**config.mk**
```make
export PLATFORM = sky130hd
export DESIGN_NAME = chess_turn_ctrl_flat
export DESIGN_NICKNAME = d
export VERILOG_FILES = /design/src/rtl/chess_turn_ctrl_pkg.sv /design/src/rtl/chess_turn_ctrl_if.sv /design/src/rtl/chess_turn_ctrl_tick_gen.sv /design/src/rtl/chess_turn_ctrl.sv /design/src/flat_wrapper.sv
export SDC_FILE = /design/constraint.sdc
export NUM_CORES = 1
export LEC_CHECK = 0
export ABC_AREA = 1
export CAP_MARGIN = 30
export CORE_UTILIZATION = 54
export CTS_BUF_LIST = sky130_fd_sc_hd__clkbuf_8
export DETAILED_ROUTE_END_ITERATION = 10
export PLACE_DENSITY = 0.93
export SETUP_SLACK_MARGIN = 0.4
export SLEW_MARGIN = 10
export SYNTH_ARGS = -nofsm -noshare
export SYNTH_HDL_FRONTEND = slang
export SYNTH_SLANG_ARGS = --single-unit
```
**constraint.sdc**
```tcl
create_clock -name i_clk -period 2.6 [get_ports i_clk]
set_clock_uncertainty 0.2 [all_clocks]
set_input_delay 0.26 -clock i_clk [delete_from_list [all_inputs] [get_ports i_clk]]
set_output_delay 0.26 -clock i_clk [all_outputs]
set_load 0.02 [all_outputs]
```
**src/rtl/chess_turn_ctrl_pkg.sv**
```systemverilog
// chess_pkg: shared types and codes for the chess clock turn controller.
//   state_t  : FSM state encoding, also exported on state_o
//   WIN_*    : winner codes
//   is_run() : true in either player's running state
package chess_pkg;

   typedef enum logic [2:0] {
      ST_IDLE   = 3'd0,
      ST_LOAD   = 3'd1,
      ST_SETTLE = 3'd2,
      ST_RUN_P1 = 3'd3,
      ST_RUN_P2 = 3'd4,
      ST_PAUSE  = 3'd5,
      ST_DONE   = 3'd6
   } state_t;

   localparam logic [1:0] WIN_NONE = 2'b00;
   localparam logic [1:0] WIN_P1   = 2'b01;
   localparam logic [1:0] WIN_P2   = 2'b10;

   function automatic logic is_run(input state_t s);
      return (s == ST_RUN_P1) || (s == ST_RUN_P2);
   endfunction

endpackage

```
**src/rtl/chess_turn_ctrl_if.sv**
```systemverilog
// Signal bundle between the turn controller and its environment
// (player buttons, start/preset, counter block).
//   master : the controller (drives enload/load_val/count1/count2/state_o/winner)
//   slave  : the environment (drives start/btn1/btn2/time_in/fin, pause if enabled)
// Macro CHESS_PAUSE_EN adds the pause signal.
interface chess_turn_ctrl_if #(parameter int W = 8) ();
`ifdef CHESS_PAUSE_EN
   logic         pause;
`endif
   logic         start;
   logic         btn1;
   logic         btn2;
   logic [W-1:0] time_in;
   logic         fin;
   logic         enload;
   logic [W-1:0] load_val;
   logic         count1;
   logic         count2;
   logic [2:0]   state_o;
   logic [1:0]   winner;

   modport master (
`ifdef CHESS_PAUSE_EN
      input  pause,
`endif
      input  start, btn1, btn2, time_in, fin,
      output enload, load_val, count1, count2, state_o, winner
   );

   modport slave (
`ifdef CHESS_PAUSE_EN
      output pause,
`endif
      output start, btn1, btn2, time_in, fin,
      input  enload, load_val, count1, count2, state_o, winner
   );
endinterface

```
**src/rtl/chess_turn_ctrl_tick_gen.sv**
```systemverilog
// chess_tick_gen: prescaler producing one tick every TICK_DIV enabled cycles.
//   i_clk, i_reset : clock, async active-high reset
//   i_clr          : synchronous clear to 0 (wins over i_en)
//   i_en           : advance the prescaler
//   o_tick         : high in the enabled cycle where the prescaler wraps
module chess_tick_gen #(
   parameter int TICK_DIV = 4
) (
   input  logic i_clk,
   input  logic i_reset,
   input  logic i_clr,
   input  logic i_en,
   output logic o_tick
);
   localparam int CW = (TICK_DIV > 1) ? $clog2(TICK_DIV) : 1;
   localparam logic [CW-1:0] CNT_MAX = CW'(TICK_DIV - 1);

   logic [CW-1:0] r_cnt;

   assign o_tick = i_en && (r_cnt == CNT_MAX);

   always_ff @(posedge i_clk or posedge i_reset) begin
      if (i_reset) begin
         r_cnt <= '0;
      end else if (i_clr) begin
         r_cnt <= '0;
      end else if (i_en) begin
         r_cnt <= o_tick ? '0 : r_cnt + 1'b1;
      end
   end
endmodule

```
**src/rtl/chess_turn_ctrl.sv**
```systemverilog
// chess_turn_ctrl: turn controller for a two-player chess clock counter.
// Converts start/buttons/preset into enload, load_val, count1, count2 pulses
// and ends the game on the counter's fin flag, reporting the winner.
//   i_clk, i_reset : clock, async active-high reset
//   ctrl_bus       : chess_turn_ctrl_if.master (start, btn1, btn2, time_in, fin,
//                    enload, load_val, count1, count2, state_o, winner)
// Optional macro CHESS_PAUSE_EN enables the pause input and PAUSE state.
//
// state     | meaning
// ----------+--------------------------------------------------------
// IDLE      | waiting for a start edge with a non-zero preset
// LOAD      | one-cycle enload with the latched preset
// SETTLE    | two cycles, fin is stale after a load and is ignored
// RUN_P1    | player 1 clock running (count1 pulses)
// RUN_P2    | player 2 clock running (count2 pulses)
// PAUSE     | frozen, turn remembered (CHESS_PAUSE_EN only)
// DONE      | a clock expired, winner held
module chess_turn_ctrl
   import chess_pkg::*;
#(
   parameter int W        = 8,
   parameter int TICK_DIV = 4
) (
   input  logic                 i_clk,
   input  logic                 i_reset,
   chess_turn_ctrl_if.master    ctrl_bus
);

   state_t         r_state;
   state_t         w_state_nxt;
   logic           r_start_q;
   logic           r_btn1_q;
   logic           r_btn2_q;
   logic           w_start_ev;
   logic           w_btn1_ev;
   logic           w_btn2_ev;
   logic           w_start_ok;
   logic           r_settle_cnt;
   logic [W-1:0]   r_load_val;
   logic [1:0]     r_winner;
   logic           r_count1;
   logic           r_count2;
   logic           w_tick;
   logic           w_tick_en;
   logic           w_tick_clr;
`ifdef CHESS_PAUSE_EN
   logic           r_pause_q;
   logic           w_pause_ev;
   logic           r_resume_p2;
`endif

   assign w_start_ev = ctrl_bus.start & ~r_start_q;
   assign w_btn1_ev  = ctrl_bus.btn1  & ~r_btn1_q;
   assign w_btn2_ev  = ctrl_bus.btn2  & ~r_btn2_q;
   // A zero preset would end the game immediately, so such starts are dropped
   // in every state that accepts a start.
   assign w_start_ok = w_start_ev && (ctrl_bus.time_in != '0);
`ifdef CHESS_PAUSE_EN
   assign w_pause_ev = ctrl_bus.pause & ~r_pause_q;
`endif

   always_ff @(posedge i_clk or posedge i_reset) begin
      if (i_reset) begin
         r_start_q <= 1'b0;
         r_btn1_q  <= 1'b0;
         r_btn2_q  <= 1'b0;
`ifdef CHESS_PAUSE_EN
         r_pause_q <= 1'b0;
`endif
      end else begin
         r_start_q <= ctrl_bus.start;
         r_btn1_q  <= ctrl_bus.btn1;
         r_btn2_q  <= ctrl_bus.btn2;
`ifdef CHESS_PAUSE_EN
         r_pause_q <= ctrl_bus.pause;
`endif
      end
   end

   // Priority inside RUN: restart, then fin, then pause, then own button.
   always_comb begin
      w_state_nxt = r_state;
      case (r_state)
         ST_IDLE: begin
            if (w_start_ok) w_state_nxt = ST_LOAD;
         end
         ST_LOAD: begin
            w_state_nxt = ST_SETTLE;
         end
         ST_SETTLE: begin
            if (r_settle_cnt == 1'b0) w_state_nxt = ST_RUN_P1;
         end
         ST_RUN_P1: begin
            if (w_start_ok)          w_state_nxt = ST_LOAD;
            else if (ctrl_bus.fin)   w_state_nxt = ST_DONE;
`ifdef CHESS_PAUSE_EN
            else if (w_pause_ev)     w_state_nxt = ST_PAUSE;
`endif
            else if (w_btn1_ev)      w_state_nxt = ST_RUN_P2;
         end
         ST_RUN_P2: begin
            if (w_start_ok)          w_state_nxt = ST_LOAD;
            else if (ctrl_bus.fin)   w_state_nxt = ST_DONE;
`ifdef CHESS_PAUSE_EN
            else if (w_pause_ev)     w_state_nxt = ST_PAUSE;
`endif
            else if (w_btn2_ev)      w_state_nxt = ST_RUN_P1;
         end
`ifdef CHESS_PAUSE_EN
         ST_PAUSE: begin
            if (w_start_ok)          w_state_nxt = ST_LOAD;
            else if (w_pause_ev)     w_state_nxt = r_resume_p2 ? ST_RUN_P2 : ST_RUN_P1;
         end
`endif
         ST_DONE: begin
            if (w_start_ok) w_state_nxt = ST_LOAD;
         end
         default: w_state_nxt = ST_IDLE;
      endcase
   end

   // The prescaler only advances while play continues into a RUN state, so a
   // wrap coinciding with fin, restart or pause produces no stray pulse.
   // A pause freezes it; a turn switch restarts it for the new player.
   always_comb begin
      w_tick_en  = is_run(r_state) && is_run(w_state_nxt);
      w_tick_clr = !(is_run(r_state) || (r_state == ST_PAUSE))
                   || ((r_state == ST_RUN_P1) && (w_state_nxt == ST_RUN_P2))
                   || ((r_state == ST_RUN_P2) && (w_state_nxt == ST_RUN_P1));
   end

   chess_tick_gen #(.TICK_DIV(TICK_DIV)) u_tick_gen (
      .i_clk   (i_clk),
      .i_reset (i_reset),
      .i_clr   (w_tick_clr),
      .i_en    (w_tick_en),
      .o_tick  (w_tick)
   );

   always_ff @(posedge i_clk or posedge i_reset) begin
      if (i_reset) begin
         r_state      <= ST_IDLE;
         r_settle_cnt <= 1'b0;
         r_load_val   <= '0;
         r_winner     <= WIN_NONE;
         r_count1     <= 1'b0;
         r_count2     <= 1'b0;
`ifdef CHESS_PAUSE_EN
         r_resume_p2  <= 1'b0;
`endif
      end else begin
         r_state  <= w_state_nxt;
         // Registered pulses: a wrap in the switch cycle still reaches the counter.
         r_count1 <= w_tick && (r_state == ST_RUN_P1);
         r_count2 <= w_tick && (r_state == ST_RUN_P2);

         if (r_state == ST_LOAD)
            r_settle_cnt <= 1'b1;
         else if ((r_state == ST_SETTLE) && r_settle_cnt)
            r_settle_cnt <= 1'b0;

         if (w_state_nxt == ST_LOAD)
            r_load_val <= ctrl_bus.time_in;

         if (w_state_nxt == ST_LOAD)
            r_winner <= WIN_NONE;
         else if ((w_state_nxt == ST_DONE) && (r_state == ST_RUN_P1))
            r_winner <= WIN_P2;
         else if ((w_state_nxt == ST_DONE) && (r_state == ST_RUN_P2))
            r_winner <= WIN_P1;
`ifdef CHESS_PAUSE_EN
         if ((w_state_nxt == ST_PAUSE) && is_run(r_state))
            r_resume_p2 <= (r_state == ST_RUN_P2);
`endif
      end
   end

   assign ctrl_bus.enload   = (r_state == ST_LOAD);
   assign ctrl_bus.load_val = (r_state == ST_LOAD) ? r_load_val : '0;
   assign ctrl_bus.count1   = r_count1;
   assign ctrl_bus.count2   = r_count2;
   assign ctrl_bus.state_o  = r_state;
   assign ctrl_bus.winner   = r_winner;

endmodule

```
**src/flat_wrapper.sv**
```systemverilog
// flat-port wrapper written by rule: the top's interface ports become plain ports
module chess_turn_ctrl_flat import chess_pkg::*;
#(
   parameter int W        = 8,
   parameter int TICK_DIV = 4
)
  (i_clk, i_reset, ctrl_bus_start, ctrl_bus_btn1, ctrl_bus_btn2, ctrl_bus_time_in, ctrl_bus_fin, ctrl_bus_enload, ctrl_bus_load_val, ctrl_bus_count1, ctrl_bus_count2, ctrl_bus_state_o, ctrl_bus_winner);
  chess_turn_ctrl_if #(.W(W)) ctrl_bus_i ();
  input  logic i_clk;
  input  logic i_reset;
  input wire logic [$bits(ctrl_bus_i.start)-1:0] ctrl_bus_start;
  input wire logic [$bits(ctrl_bus_i.btn1)-1:0] ctrl_bus_btn1;
  input wire logic [$bits(ctrl_bus_i.btn2)-1:0] ctrl_bus_btn2;
  input wire logic [$bits(ctrl_bus_i.time_in)-1:0] ctrl_bus_time_in;
  input wire logic [$bits(ctrl_bus_i.fin)-1:0] ctrl_bus_fin;
  output wire logic [$bits(ctrl_bus_i.enload)-1:0] ctrl_bus_enload;
  output wire logic [$bits(ctrl_bus_i.load_val)-1:0] ctrl_bus_load_val;
  output wire logic [$bits(ctrl_bus_i.count1)-1:0] ctrl_bus_count1;
  output wire logic [$bits(ctrl_bus_i.count2)-1:0] ctrl_bus_count2;
  output wire logic [$bits(ctrl_bus_i.state_o)-1:0] ctrl_bus_state_o;
  output wire logic [$bits(ctrl_bus_i.winner)-1:0] ctrl_bus_winner;
  assign ctrl_bus_i.start = ctrl_bus_start;
  assign ctrl_bus_i.btn1 = ctrl_bus_btn1;
  assign ctrl_bus_i.btn2 = ctrl_bus_btn2;
  assign ctrl_bus_i.time_in = ctrl_bus_time_in;
  assign ctrl_bus_i.fin = ctrl_bus_fin;
  assign ctrl_bus_enload = ctrl_bus_i.enload;
  assign ctrl_bus_load_val = ctrl_bus_i.load_val;
  assign ctrl_bus_count1 = ctrl_bus_i.count1;
  assign ctrl_bus_count2 = ctrl_bus_i.count2;
  assign ctrl_bus_state_o = ctrl_bus_i.state_o;
  assign ctrl_bus_winner = ctrl_bus_i.winner;
  chess_turn_ctrl #(.W(W), .TICK_DIV(TICK_DIV)) u_core (.i_clk(i_clk), .i_reset(i_reset), .ctrl_bus(ctrl_bus_i));
endmodule
```
==> metrics.md, run 1 <==
| Metric | Value |
|---|---|
| Largest cells by area after synthesis | `dfrtp_1 43%, nand2_1 9.5%, nor2_1 8.3%` |
| Inserted Clock Buffers | `3` |
| First-pass GRT wire length | `4.422 mm` |
| I/O Buffers | `29` |
| DP HPWL | `1.924 mm` |
| Ratio of cells with drive above 1 in the final layout | `0.2162` |
| Post-synthesis sequential area ratio | `0.4303` |
| Total GRT Usage | `0.2362` |
| Drt drc | `0` |
| Setup crit end kind | `output port` |
| Antenna cells | `0` |
| Worst slew margin | `0.4699` |
| Clock Tree Buf Depth | `2` |
| Power density cells | `1107 nW/um2` |
| Mapped cell area | `1221 um2` |
| Cell taking the most area after synthesis | `dfrtp_1` |
| Syn nets | `169` |
| Final #Nets | `201` |
| FP Rows | `16` |
| Final setup violation count | `0` |
| R2r startpoint | `u_core.ctrl_bus.state_o[0]` |
| Delay-heaviest family, CP | `buffers and inverters` |
| CTS tree | `done` |
| Mapped Cells | `154` |
| Io pins | `30` |
| Reg-to-reg endpoint | `u_core.r_load_val[4]` |
| Final TNS setup | `0 ns` |
| Leakage | `0.8600 nW` |
| Status | `finished clean` |
| Total Power | `0.001746 W` |
| Post-DRT Antenna Nets | `0` |
| Vias in the first global route | `1066` |
| Vias/cell | `5.038` |
| Post-synth top area share | `0.4303` |
| Placed Instance Area | `1526 um2` |
| Final Cycle Share | `0.7644` |
| Clock Latency Late Sink | `0.26 ns` |
| Unrepaired setup endpoints after global routing | `false` |
| Worst Path Required | `2.14 ns` |
| Violation count after the first detailed-routing iteration | `28` |
| R2R Setup Slk | `0.66 ns` |
| Die ar. | `2456 um2` |
| Endpoints failing hold | `0` |
| Final min period | `1.988 ns` |
| Syn. warnings | `0` |
| Min-Delay Path Class | `in2async` |
| Routed WL per cell | `12.01 um` |
| Startpoint Class | `register` |
| Final WL | `2.546 mm` |
| Max-Cap Viols | `0` |
| Arrival time worst endpoint | `1.53 ns` |
| Largest net degree at the start of global routing | `22` |
| Syn avg cell area | `7.930 um2` |
| CTS root buf | `clkbuf_8` |
| CP Class | `reg2out` |
| DIE HEIGHT | `49.56 um` |
| Clock slew at reported path FFs | `0.08 ns` |
| Slowest CP cell | `dfrtp_1` |
| Synthesis-to-finish area growth | `29.10%` |
| Netlist cell types | `23` |
| Die width | `49.56 um` |
| Dpl ws | `0.3810 ns` |
| CP cell instances | `inv_2 -> nand3_4 -> nor2_1 -> dlygate4sd2_1` |
| CORE AREA | `2042 um2` |
| Via count | `1068` |
| Post CTS Setup Buffer Count | `0` |
| Routability cong. | `0.7887` |
| Router iterations before antenna repair | `4` |
| Flops & latches, synth | `21` |
| GR Overflow Total | `0` |
| Least-Margin Pin Slew | `0.7942 ns` |
| Filler instances | `156` |
| Max incr delay on CP | `0.45 ns` |
| Fmax | `503.1 MHz` |
| Crit path buffers/inverters | `2` |
| Setup ws final | `0.6125 ns` |
| Clock sink count | `21` |
| Initial antenna violation count | `0` |
| Final core occ | `0.7721` |
| Worst Path Max Fanout | `11` |
| CTS H-tree lvls | `1` |
| Hold buffers post-CTS | `0` |
| Worst R2R Path Depth | `9` |
| Fin. max-slew vios | `0` |
| Post-route cell area | `1577 um2` |
| Initial Util | `0.5980` |
| VDD IR max | `0.0006957 V` |
registers in the layout, indices dropped and copies added, names as in the netlist:
| name | count |
|---|---|
| u_core.r_load_val | 8 |
| u_core.ctrl_bus.state_o | 3 |
| u_core.ctrl_bus.winner | 2 |
| u_core.u_tick_gen.r_cnt | 2 |
| u_core.ctrl_bus.count1 | 1 |
| u_core.ctrl_bus.count2 | 1 |
| u_core.r_btn1_q | 1 |
| u_core.r_btn2_q | 1 |
| u_core.r_settle_cnt | 1 |
| u_core.r_start_q | 1 |
what timing repair did:
action	CTS	global route
gates cloned	0	0
resized for setup	10	1
setup endpoints to repair	9	1
pin swaps	0	0
metal layers:
| metal | global-route usage | vias up | share of wire |
|---|---|---|---|
| met3 | 0.04321 | 4 | 0.054 |
| met1 | 0.2639 | 495 | 0.40 |
| met2 | 0.4482 | 40 | 0.54 |
| met5 | 0 | - | 0 |
| li1 | - | 529 | - |
| met4 | 0.06667 | 0 | 0.0090 |
cell families (layout without fill, tap and decap cells):
kind of cell             Yosys count  after routing  share of synthesized area
buffers and inverters             28             59                    0.09938
flip-flops                        21             21                     0.4303
AND/OR/NAND/NOR                   90             90                     0.3689
adder cells (fa/ha/maj)            1              1                    0.01024
AO/OA/AOI/OAI                     14             14                    0.09118
power breakdown:
group          switching (W)  internal [W]
logic               0.000661      0.000363
clock network       0.000106      0.000105
registers          0.0000766      0.000434
through the flow:
stage	instances	hold slack (ns)
2_1_floorplan	154	0.03653
3_3_place_gp	208	0.2913
3_5_place_dp	208	0.2985
4_1_cts	212	0.2726
5_1_grt	212	0.2888
6_report	212	0.2528
placed cells by master, fill, tap and decap left out:
cell and count:
a21oi_1 3, a21oi_2 8, clkbuf_8 3, clkdlybuf4s50_1 20
clkinv_4 1, dfrtp_1 21, dlygate4sd2_1 8, dlymetal6s2s_1 1
ha_1 1, inv_1 21, inv_2 5, nand2_1 31
nand2_2 8, nand2_4 3, nand3_1 9, nand3_2 2
nand3_4 2, nor2_1 27, nor2_2 4, nor2_4 1
nor3_1 1, nor3_2 2, o21ai_0 1, o21ai_1 1
o21ai_4 1
worst register-to-register path, delay by kind of cell, from the launching register on:
family | cells | cell delay (ns)
buffers and inverters | 2 | 0.19
AO/OA/AOI/OAI | 1 | 0.05
flip-flops | 1 | 0.56
AND/OR/NAND/NOR | 6 | 0.81
cell usage after synthesis:
| cell | count |
|---|---|
| dfrtp_1 | 21 |
| o21ai_0 | 1 |
| nand3_2 | 2 |
| nor2_2 | 4 |
| nor3_1 | 1 |
| nand2_4 | 3 |
| nor2_1 | 27 |
| nand3_1 | 10 |
| nor3_2 | 2 |
| o21ai_4 | 1 |
| inv_1 | 20 |
| buf_8 | 1 |
| a21oi_1 | 3 |
| nand2_2 | 8 |
| a21oi_2 | 8 |
| ha_1 | 1 |
| o21ai_1 | 1 |
| nand2_1 | 31 |
| nor2_4 | 1 |
| inv_2 | 5 |
| nand3_4 | 1 |
| clkinv_4 | 1 |
| clkbuf_1 | 1 |
area by class of cell:
| cell class | count | area (um2) | area share |
|---|---|---|---|
| inverters | 26 | 102.6 | 0.06508 |
| repair buffers | 29 | 282.8 | 0.1794 |
| clock inverters | 1 | 3.754 | 0.002381 |
| flip-flops and latches | 21 | 525.5 | 0.3333 |
| multi-input cells | 105 | 586.8 | 0.3722 |
| clock buffers | 3 | 41.29 | 0.02619 |
| well taps | 27 | 33.78 | 0.02143 |
how the worst max path moves through the flow:
stage | to | slack, ns | start | depth (start not counted)
after floorplan | u_core.ctrl_bus.winner[1] | 0.79 | u_core.ctrl_bus.state_o[2] | 12
after global placement | ctrl_bus_load_val[1] | 0.48 | u_core.ctrl_bus.state_o[2] | 4
after detailed placement | ctrl_bus_load_val[4] | 0.38 | u_core.ctrl_bus.state_o[2] | 4
after CTS | ctrl_bus_enload | 0.41 | u_core.ctrl_bus.state_o[2] | 4
after global routing | ctrl_bus_load_val[0] | 0.52 | u_core.ctrl_bus.state_o[2] | 4
final | ctrl_bus_load_val[4] | 0.61 | u_core.ctrl_bus.state_o[2] | 4
(Power assumes the default switching activity.)
==> run 2: changes to the inputs <==
--- a/config.mk
+++ b/config.mk
@@ -7,10 +7,10 @@
 export LEC_CHECK = 0
 export ABC_AREA = 1
 export CAP_MARGIN = 30
-export CORE_UTILIZATION = 54
+export CORE_UTILIZATION = 46
 export CTS_BUF_LIST = sky130_fd_sc_hd__clkbuf_8
 export DETAILED_ROUTE_END_ITERATION = 10
-export PLACE_DENSITY = 0.93
+export PLACE_DENSITY = 0.85
 export SETUP_SLACK_MARGIN = 0.4
 export SLEW_MARGIN = 10
 export SYNTH_ARGS = -nofsm -noshare
==> constraint.sdc (replaced) <==
create_clock -name i_clk -period 1.6 [get_ports i_clk]
set_clock_uncertainty 0.2 [all_clocks]
set_input_delay 0.16 -clock i_clk [delete_from_list [all_inputs] [get_ports i_clk]]
set_output_delay 0.16 -clock i_clk [all_outputs]
set_load 0.02 [all_outputs]
==> run 2 against run 1 <==
The flow now finishes with violations (negative hold slack, negative setup slack). Via count grew 31%. Global-route usage increased by 2.6 points. Sequential share of layout area shrank 9.9 points. Total power grew to 2.7 times the previous value. Worst setup slack got worse by 0.93 ns. Wire length increased by 88%. Non-clock buffer count increased by 38. Cell count increased by 21%. Utilization increased by 13 points. Final area grew 43%. Critical path depth grew 9.
==> metrics.md, run 2 (synthesis gave the netlist of run 1 again) <==
| Metric | Value |
|---|---|
| Clock Latency Late Sink | `0.28 ns` |
| Commonest non-fill, non-tap cells in the layout | `37 x buf_4, 19 x inv_1, 18 x nand2_1, 18 x nor2_4, 18 x dfrtp_1` |
| CTS tree | `done` |
| Endpoints failing hold | `5` |
| Leakage | `1.153 nW` |
| Ratio of cells with drive above 1 in the final layout | `0.6460` |
| Delay-heaviest family, CP | `simple AND/OR/NAND/NOR gates` |
| VDD IR max | `0.001948 V` |
| CP cell instances | `inv_4 -> buf_6 -> nand3_4 -> nand2_1 -> nand2_1 -> nand2_1 -> nand3_1 -> nand2_2 -> nand3_2 -> nand2_2 -> nor2_4 -> nand2_2 -> nor2_2` |
| Crit path buffers/inverters | `2` |
| Clock Tree Buf Depth | `2` |
| CTS H-tree lvls | `1` |
| Io pins | `30` |
| Startpoint Class | `register` |
| Initial Util | `0.4885` |
| Setup ws final | `-0.3184 ns` |
| Via count | `1401` |
| Drt drc | `0` |
| Vias in the first global route | `1207` |
| Synthesis-to-finish area growth | `85.04%` |
| CORE AREA | `2500 um2` |
| Arrival time worst endpoint | `1.90 ns` |
| Setup crit end kind | `register` |
| Inserted Clock Buffers | `3` |
| Max incr delay on CP | `0.44 ns` |
| Unrepaired setup endpoints after global routing | `true` |
| Placed Instance Area | `1799 um2` |
| Router iterations before antenna repair | `4` |
| GR Overflow Total | `0` |
| Max FFs per register | `8` |
| Final setup violation count | `26` |
| Die ar. | `2865 um2` |
| Violation count after the first detailed-routing iteration | `48` |
| CP Depth | `13` |
| Vias/cell | `5.473` |
| Total Power | `0.004792 W` |
| Clock slew at reported path FFs | `0.08 ns` |
| Total GRT Usage | `0.2624` |
| Routability cong. | `0.8655` |
| Min-Delay Path Class | `in2async` |
| Status | `finished, violations left` |
| Placed Cells | `233` |
| Antenna cells | `0` |
| FP Rows | `18` |
| Largest net degree at the start of global routing | `19` |
| Least-Margin Pin Slew | `0.3057 ns` |
| Final #Nets | `242` |
| Largest register by flop count | `u_core.r_load_val` |
| Routed WL per cell | `18.67 um` |
| Worst Path Required | `1.58 ns` |
| Worst slew margin | `0.7960` |
| Post-route cell area | `2260 um2` |
| DIE HEIGHT | `53.53 um` |
| DP HPWL | `2.226 mm` |
| Final Cycle Share | `1.199` |
| CTS root buf | `clkbuf_8` |
| Hold WS | `-0.08501 ns` |
| I/O Buffers | `29` |
| Max-Cap Viols | `0` |
| Failing checks | `negative hold slack, negative setup slack` |
| Clock sink count | `21` |
| Final min period | `1.918 ns` |
| Final WL | `4.779 mm` |
| CP Class | `reg2reg` |
| Post-DRT Antenna Nets | `0` |
| Slowest CP cell | `dfrtp_2` |
| Die width | `53.53 um` |
| Dpl ws | `-0.4682 ns` |
| First-pass GRT wire length | `5.237 mm` |
| Fin. max-slew vios | `0` |
| Worst Path Max Fanout | `5` |
| Power density cells | `2121 nW/um2` |
| Worst R2R Path Depth | `13` |
| Initial antenna violation count | `0` |
| Non-filler cells, final | `256` |
| Fmax | `521.3 MHz` |
| Most common cell after layout, fill and taps aside | `buf_4` |
run 2: cell count changes in the layout (fill, tap and decap cells not counted), moves of 6 or more:
cell             delta
nand2_1            -13
nand2_2             +7
buf_6              +11
buf_4              +37
nor2_1             -22
dlygate4sd2_1       -8
nand3_1             -6
dlymetal6s2s_1      +7
clkdlybuf4s50_1    -15
nor2_4             +17
run 2: power by group:
| part | internal (W) | leakage [nW] | switching, W |
|---|---|---|---|
| sequential | 0.000715 | 0.250 | 0.0000963 |
| combinational | 0.00155 | 0.875 | 0.00205 |
| clock | 0.000173 | 0.0269 | 0.000207 |
| total | 0.00244 | 1.15 | 0.00236 |
run 2: final timing paths:
| path | from | to | slack (ns) |
|---|---|---|---|
| hold / removal | i_reset | u_core.ctrl_bus.count1 | -0.09 |
| hold reg to reg | u_core.ctrl_bus.winner[0] | u_core.ctrl_bus.winner[0] | 0.36 |
| min in group i_clk | ctrl_bus_time_in[6] | u_core.r_load_val[6] | 0.01 |
| setup reg to reg | u_core.ctrl_bus.state_o[2] | u_core.u_tick_gen.r_cnt[1] | -0.32 |
| setup / recovery | u_core.ctrl_bus.state_o[2] | u_core.u_tick_gen.r_cnt[1] | -0.32 |
| max in group asynchronous | i_reset | u_core.r_load_val[2] | 0.83 |
run 2: repair_timing:
| action | in CTS | in global routing |
|---|---|---|
| endpoints found under the setup margin | 33 | 31 |
| buffers inserted | 4 | 11 |
| cloned | 1 | 3 |
| resized for setup | 91 | 60 |
| pin swaps | 3 | 26 |
| hold endpoints to repair | 5 | 5 |
run 2: through the flow:
step | TNS [ns] | utilization
6_report | -5.905 | 0.9039
5_1_grt | -8.019 | 0.9039
4_1_cts | -3.466 | 0.7753
3_5_place_dp | -7.850 | 0.7197
3_3_place_gp | -7.044 | 0.7197
2_1_floorplan | -0.6471 | -
run 2: area by class of cell:
type,count,area (um2)
inverters,26,115.1
flip-flops and latches,21,529.3
clock inverters,1,3.754
fillers,91,240.2
well taps,30,37.54
clock buffers,3,41.29
multi-input cells,108,908.4
repair buffers,67,624.3
run 2: layer usage:
metal  GRT usage  vias to the layer above  wire length [um]
met3     0.04598                       23               351
met2      0.4896                       81              2505
li1            -                      617                 -
met4     0.07895                        0               198
met5           0                        -                 0
met1      0.2991                      680              1723
run 2: worst reg2reg max path, cell delays in order, from the launching register on:
cell     delay, ns
dfrtp_2       0.44
inv_4         0.08
buf_6         0.12
nand3_4       0.10
nand2_1       0.14
nand2_1       0.06
nand2_1       0.09
nand3_1       0.11
nand2_2       0.13
nand3_2       0.11
nand2_2       0.12
nor2_4        0.05
nand2_2       0.06
nor2_2        0.03
==> run 3: changes to the inputs <==
--- a/config.mk
+++ b/config.mk
@@ -9,6 +9,7 @@
 export CAP_MARGIN = 30
 export CORE_UTILIZATION = 46
 export CTS_BUF_LIST = sky130_fd_sc_hd__clkbuf_8
+export CTS_CLUSTER_SIZE = 20
 export DETAILED_ROUTE_END_ITERATION = 10
 export PLACE_DENSITY = 0.85
 export SETUP_SLACK_MARGIN = 0.4
==> results of run 3 <==
Final layout, timing and power as in run 2 (identical DEF).
==> patch 1, RTL diff (settings of run 1) <==
Make the reset (`i_reset`) synchronous in 3 clocked blocks. Comments in the files are not updated.
--- a/src/rtl/chess_turn_ctrl_tick_gen.sv
+++ b/src/rtl/chess_turn_ctrl_tick_gen.sv
@@ -20,5 +20,5 @@
    assign o_tick = i_en && (r_cnt == CNT_MAX);
 
-   always_ff @(posedge i_clk or posedge i_reset) begin
+   always_ff @(posedge i_clk) begin
       if (i_reset) begin
          r_cnt <= '0;
--- a/src/rtl/chess_turn_ctrl.sv
+++ b/src/rtl/chess_turn_ctrl.sv
@@ -60,5 +60,5 @@
 `endif
 
-   always_ff @(posedge i_clk or posedge i_reset) begin
+   always_ff @(posedge i_clk) begin
       if (i_reset) begin
          r_start_q <= 1'b0;
@@ -138,5 +138,5 @@
    );
 
-   always_ff @(posedge i_clk or posedge i_reset) begin
+   always_ff @(posedge i_clk) begin
       if (i_reset) begin
          r_state      <= ST_IDLE;
Behaviour: differs if i_reset is asserted again (counterexample within 4 cycles, from zero or initial values and one cycle with i_reset high); with i_reset held inactive, the same outputs for 10 cycles.
==> patch 1 against run 1 <==
Register-to-register slack better by 30 ps. Setup slack got worse by 100 ps. Die area is 8.4% lower. Routed wire length is 2.2% lower. Global-route usage is 1.2 points higher. Area after synthesis fell by 8.7%. Sequential cell count unchanged. Critical endpoint is now ctrl_bus_enload. Cell area decreased by 7.1%.
Power is not compared: it rests on default switching activity, and its combinational part moved more than twofold at a synthesized area within 25%.
==> patch 1: results (changes against run 1) <==
* Status: complete, no violations (unchanged)
* Async S/R FF share, synth at 0 (was 1.000)
* Max stage delay cell, worst path: clkdlybuf4s50_1 (was dfrtp_1)
* Final wirelength at 2489 um (was 2546 um)
* Gpl congestion at 0.8738 (was 0.7887)
* Largest net degree at the start of global routing at 18 (was 22)
* Hpwl dp at 1894 um (was 1924 um)
* HP Class: flip-flop to flip-flop (was input port to asynchronous set/reset pin)
* Number of flip-flops under the largest register name at 8 (unchanged)
* Layout cells sized above 1 at 0.1590 (was 0.2162)
* Total GRT Usage at 0.2480 (was 0.2362)
* Biggest register: u_core.r_load_val (unchanged)
* Vias in the first global route at 993 (was 1066)
* Cts bufs inserted at 3 (unchanged)
* Reg2Reg Depth at 13 (was 9)
* H-tree depth at 1 (unchanged)
* Synthesized net count at 181 (was 169)
* Fillers at 150 (was 156)
* CP max stage delay at 600 ps (was 450 ps)
* Synth top cells by count: nand2_1 (34), nor2_1 (27), dfxtp_1 (21), inv_1 (21), a21oi_1 (12) (was nand2_1 (31), nor2_1 (27), dfrtp_1 (21))
* Register area share after synthesis at 0.3771 (was 0.4303)
* Slew headroom at 0.7652 (was 0.4699)
* Root Driver: clkbuf_8 (unchanged)
* Syn. warnings at 0 (unchanged)
* Port bufs at 29 (unchanged)
* Min-Delay Path Depth at 2
* Crit path arrival time at 1630 ps (was 1530 ps)
* Postcts setup bufs at 0 (unchanged)
* LEAKAGE at 0.6638 nW
* Worst IR drop on VDD at 559.9 uV
* N_diodes at 0 (unchanged)
* Main synth FF type: dfxtp_1 (was dfrtp_1)
* Synth cell types at 24 (was 23)
* Router iterations before antenna repair at 4 (unchanged)
* Main area contributors after synthesis: dfxtp_1 (38%), nand2_1 (11%), nor2_1 (9.1%) (was dfrtp_1 (43%), nand2_1 (9.5%), nor2_1 (8.3%))
* Initial drt markers at 25 (was 28)
* Vias at 1123 (was 1068)
* Crit path max fanout at 11 (unchanged)
* Layout Nets at 211 (was 201)
* Clk slew on worst S/H paths at 70 ps
* First-pass GRT wire length at 3933 um (was 4422 um)
## patch 1: what timing repair did
item | 4_1_cts | 5_1_grt
gates cloned | 0 | 0
resized for setup | 10 | 1
setup endpoints to repair | 9 | 1
pin swaps | 0 | 0
## patch 1: final timing paths
check | startpoint | endpoint | slack (ps)
worst max-delay path | u_core.ctrl_bus.state_o[2]$_SDFF_PP0_ | ctrl_bus_enload | 510
worst min-delay path | u_core.r_load_val[5]$_SDFFE_PP0P_ | u_core.r_load_val[5]$_SDFFE_PP0P_ | 260
worst max register to register | u_core.ctrl_bus.state_o[2]$_SDFF_PP0_ | u_core.u_tick_gen.r_cnt[1]$_SDFFE_PP0P_ | 690
worst min register to register | u_core.r_load_val[5]$_SDFFE_PP0P_ | u_core.r_load_val[5]$_SDFFE_PP0P_ | 260
## patch 1: stage by stage
stage                     utilization  worst slack, ps  power, mW  instances  cell area (sq um)
after floorplan                     -            789.0     0.6231        166               1115
after global placement         0.7294            499.7     0.6962        218               1416
after detailed placement       0.7294            393.5     0.7106        218               1416
after CTS                      0.7506            432.8     0.9128        222               1458
after global routing           0.7545            431.4     0.9712        222               1465
final                          0.7545            509.4     0.9159        222               1465
## patch 1: cell families after synthesis
| logic type | share of synthesized area |
|---|---|
| flops | 0.3771 |
| compound gates | 0.1403 |
| simple gates | 0.3636 |
| buf+inv | 0.1077 |
| fa+ha+maj | 0.01122 |
## patch 1: where the power goes
part           switching, mW  internal [mW]  total [mW]
clock                  0.103          0.105       0.209
sequential            0.0247          0.369       0.394
combinational          0.201          0.113       0.314
## patch 1: cell type report
type	instances	area share
clock inverter	1	0.002562
multi-input combinational	115	0.4005
timing repair buffer	29	0.1913
sequential	21	0.2878
clock buffer	3	0.02818
inverter	26	0.06661
tap	27	0.02306
## patch 1: worst reg2reg max path, stage by stage, from the launching register on
cell and delay (ps):
dfxtp_1 440, inv_2 120, nor2_2 140, nand2_2 90, nand2_1 70, nor2_1 40, nand2_1 70, nand3_1 120
nand2_2 120, nand2_1 90, nand2_2 110, nand3_1 90, nand2_1 70, nor2_1 40
## patch 1: metal layers
metal	up-vias	share of wire	routed length [um]	global-route usage
li1	571	-	-	-
met1	510	0.43	1072	0.2887
met4	0	0.013	33	0.09143
met5	-	0	0	0
met3	4	0.045	111	0.04151
met2	38	0.51	1271	0.4521
==> patch 2, RTL diff (settings of run 1) <==
Made on the original files. `TICK_DIV` is set to 4 in 3 places; all go to 8.
--- a/src/rtl/chess_turn_ctrl_tick_gen.sv
+++ b/src/rtl/chess_turn_ctrl_tick_gen.sv
@@ -5,5 +5,5 @@
 //   o_tick         : high in the enabled cycle where the prescaler wraps
 module chess_tick_gen #(
-   parameter int TICK_DIV = 4
+   parameter int TICK_DIV = 8
 ) (
    input  logic i_clk,
--- a/src/rtl/chess_turn_ctrl.sv
+++ b/src/rtl/chess_turn_ctrl.sv
@@ -20,5 +20,5 @@
 #(
    parameter int W        = 8,
-   parameter int TICK_DIV = 4
+   parameter int TICK_DIV = 8
 ) (
    input  logic                 i_clk,
--- a/src/flat_wrapper.sv
+++ b/src/flat_wrapper.sv
@@ -3,5 +3,5 @@
 #(
    parameter int W        = 8,
-   parameter int TICK_DIV = 4
+   parameter int TICK_DIV = 8
 )
   (i_clk, i_reset, ctrl_bus_start, ctrl_bus_btn1, ctrl_bus_btn2, ctrl_bus_time_in, ctrl_bus_fin, ctrl_bus_enload, ctrl_bus_load_val, ctrl_bus_count1, ctrl_bus_count2, ctrl_bus_state_o, ctrl_bus_winner);
Formal check against the unedited RTL: not equivalent (a bounded check fails within 10 cycles, from zero or initial values and one cycle with i_reset high).
==> patch 2 against run 1 <==
Routed wire length is 9.0% higher. Register-to-register slack lost 40 ps. Clock power rose by 15%. Critical path depth is the same. Fmax fell by 1.1%. Area after synthesis up 0.82%. Power rose by 2.2%. Cell area is 0.79% higher. Worst hold slack barely moved. Sequential cell count rose by 1. Synthesized cell count rose by 6.5%. Via count grew 5.3%. Setup slack got worse by 22 ps. Largest cell class unchanged.
==> patch 2: results (changes against run 1) <==
* #FFs+latches synth at 22 (was 21)
* WL/cell at 12.50 um (was 12.01 um)
* Synth Area in Compound Gates at 0.08841 (was 0.09119)
* Fraction of area in registers at 0.3465 (was 0.3333)
* Layout Nets at 212 (was 201)
* Fillers at 160 (was 156)
* Synth top cells by count: nand2_1 (39), nor2_1 (33), dfrtp_1 (22), inv_1 (22), a21oi_2 (8) (was nand2_1 (31), nor2_1 (27), dfrtp_1 (21))
* Non-clock buffers, area share at 0.1756 (was 0.1794)
* LEAKAGE at 0.8750 nW (was 0.8600 nW)
* Vias in the first global route at 1109 (was 1066)
* Reg2Reg Depth at 13 (was 9)
* Combinational Power Share at 0.574 (was 0.586)
* Area of the multi-input gates at 561.8 sq um (was 586.8 sq um)
* Synth Area in Adders at 0.02033 (was 0.01025)
* Area after DPL at 0.001540 sq mm (was 0.001526 sq mm)
* Register area share after synthesis at 0.4472 (was 0.4303)
* Post-Layout Cell Count at 222 (was 212)
* Status: complete, no violations (unchanged)
* Non-CTS inverters at 29 (was 26)
* Worst slack at placement at 370.4 ps (was 381.0 ps)
* Switch share at 0.4805 (was 0.4832)
* Gpl congestion at 0.9268 (was 0.7887)
* First-pass GRT wire length at 4747 um (was 4422 um)
* Synthesized net count at 180 (was 169)
* Worst slew pin tran at 780.6 ps (was 794.2 ps)
* Worst IR drop on VDD at 760.9 uV (was 695.7 uV)
* Power density over the cells at 1123 mW/mm^2 (was 1107 mW/mm^2)
* Seq power at 0.518 mW (was 0.511 mW)
* Largest net degree at the start of global routing at 23 (was 22)
* Register Area at 550.5 sq um (was 525.5 sq um)
* Crit path arrival time at 1550 ps (was 1530 ps)
* Routing usage on met3 at 0.04012 (was 0.04321)
* Met2 WL at 1406 um (was 1364 um)
* Metal3 WL at 97 um (was 138 um)
* Total GRT Usage at 0.2558 (was 0.2362)
* CLK BUF at 4 (was 3)
* Main area contributors after synthesis: dfrtp_1 (45%), nand2_1 (12%), nor2_1 (10%) (was dfrtp_1 (43%), nand2_1 (9.5%), nor2_1 (8.3%))
* Comb_multi_in at 111 (was 105)
* Synth cell types at 20 (was 23)
* Cell family with most CP delay: flip-flops (was buffers and inverters)
* Layout cells sized above 1 at 0.1641 (was 0.2162)
* Synth Area per Inst at 7.507 sq um (was 7.930 sq um)
patch 2: cell count changes after synthesis, moves of 2 or more:
cell / before / now
nand3_1: 10 / 7
nor3_1: 1 / 3
inv_1: 20 / 22
nor3_2: 2 / 0
nand2_2: 8 / 3
nand2_1: 31 / 39
nor2_1: 27 / 33
patch 2: final timing paths:
kind / start / endpoint / slack [ps]
setup / recovery: u_core.ctrl_bus.state_o[2]$_DFF_PP0_ / ctrl_bus_load_val[5] / 590
hold / removal: i_reset / u_core.r_load_val[3]$_DFFE_PP0N_ / 250
setup reg to reg: u_core.ctrl_bus.state_o[2]$_DFF_PP0_ / u_core.u_tick_gen.r_cnt[0]$_DFFE_PP0P_ / 620
hold reg to reg: u_core.r_load_val[1]$_DFFE_PP0N_ / u_core.r_load_val[1]$_DFFE_PP0N_ / 320
max in group asynchronous: i_reset / u_core.r_load_val[4]$_DFFE_PP0N_ / 1460
min in group i_clk: ctrl_bus_btn1 / u_core.r_btn1_q$_DFF_PP0_ / 250
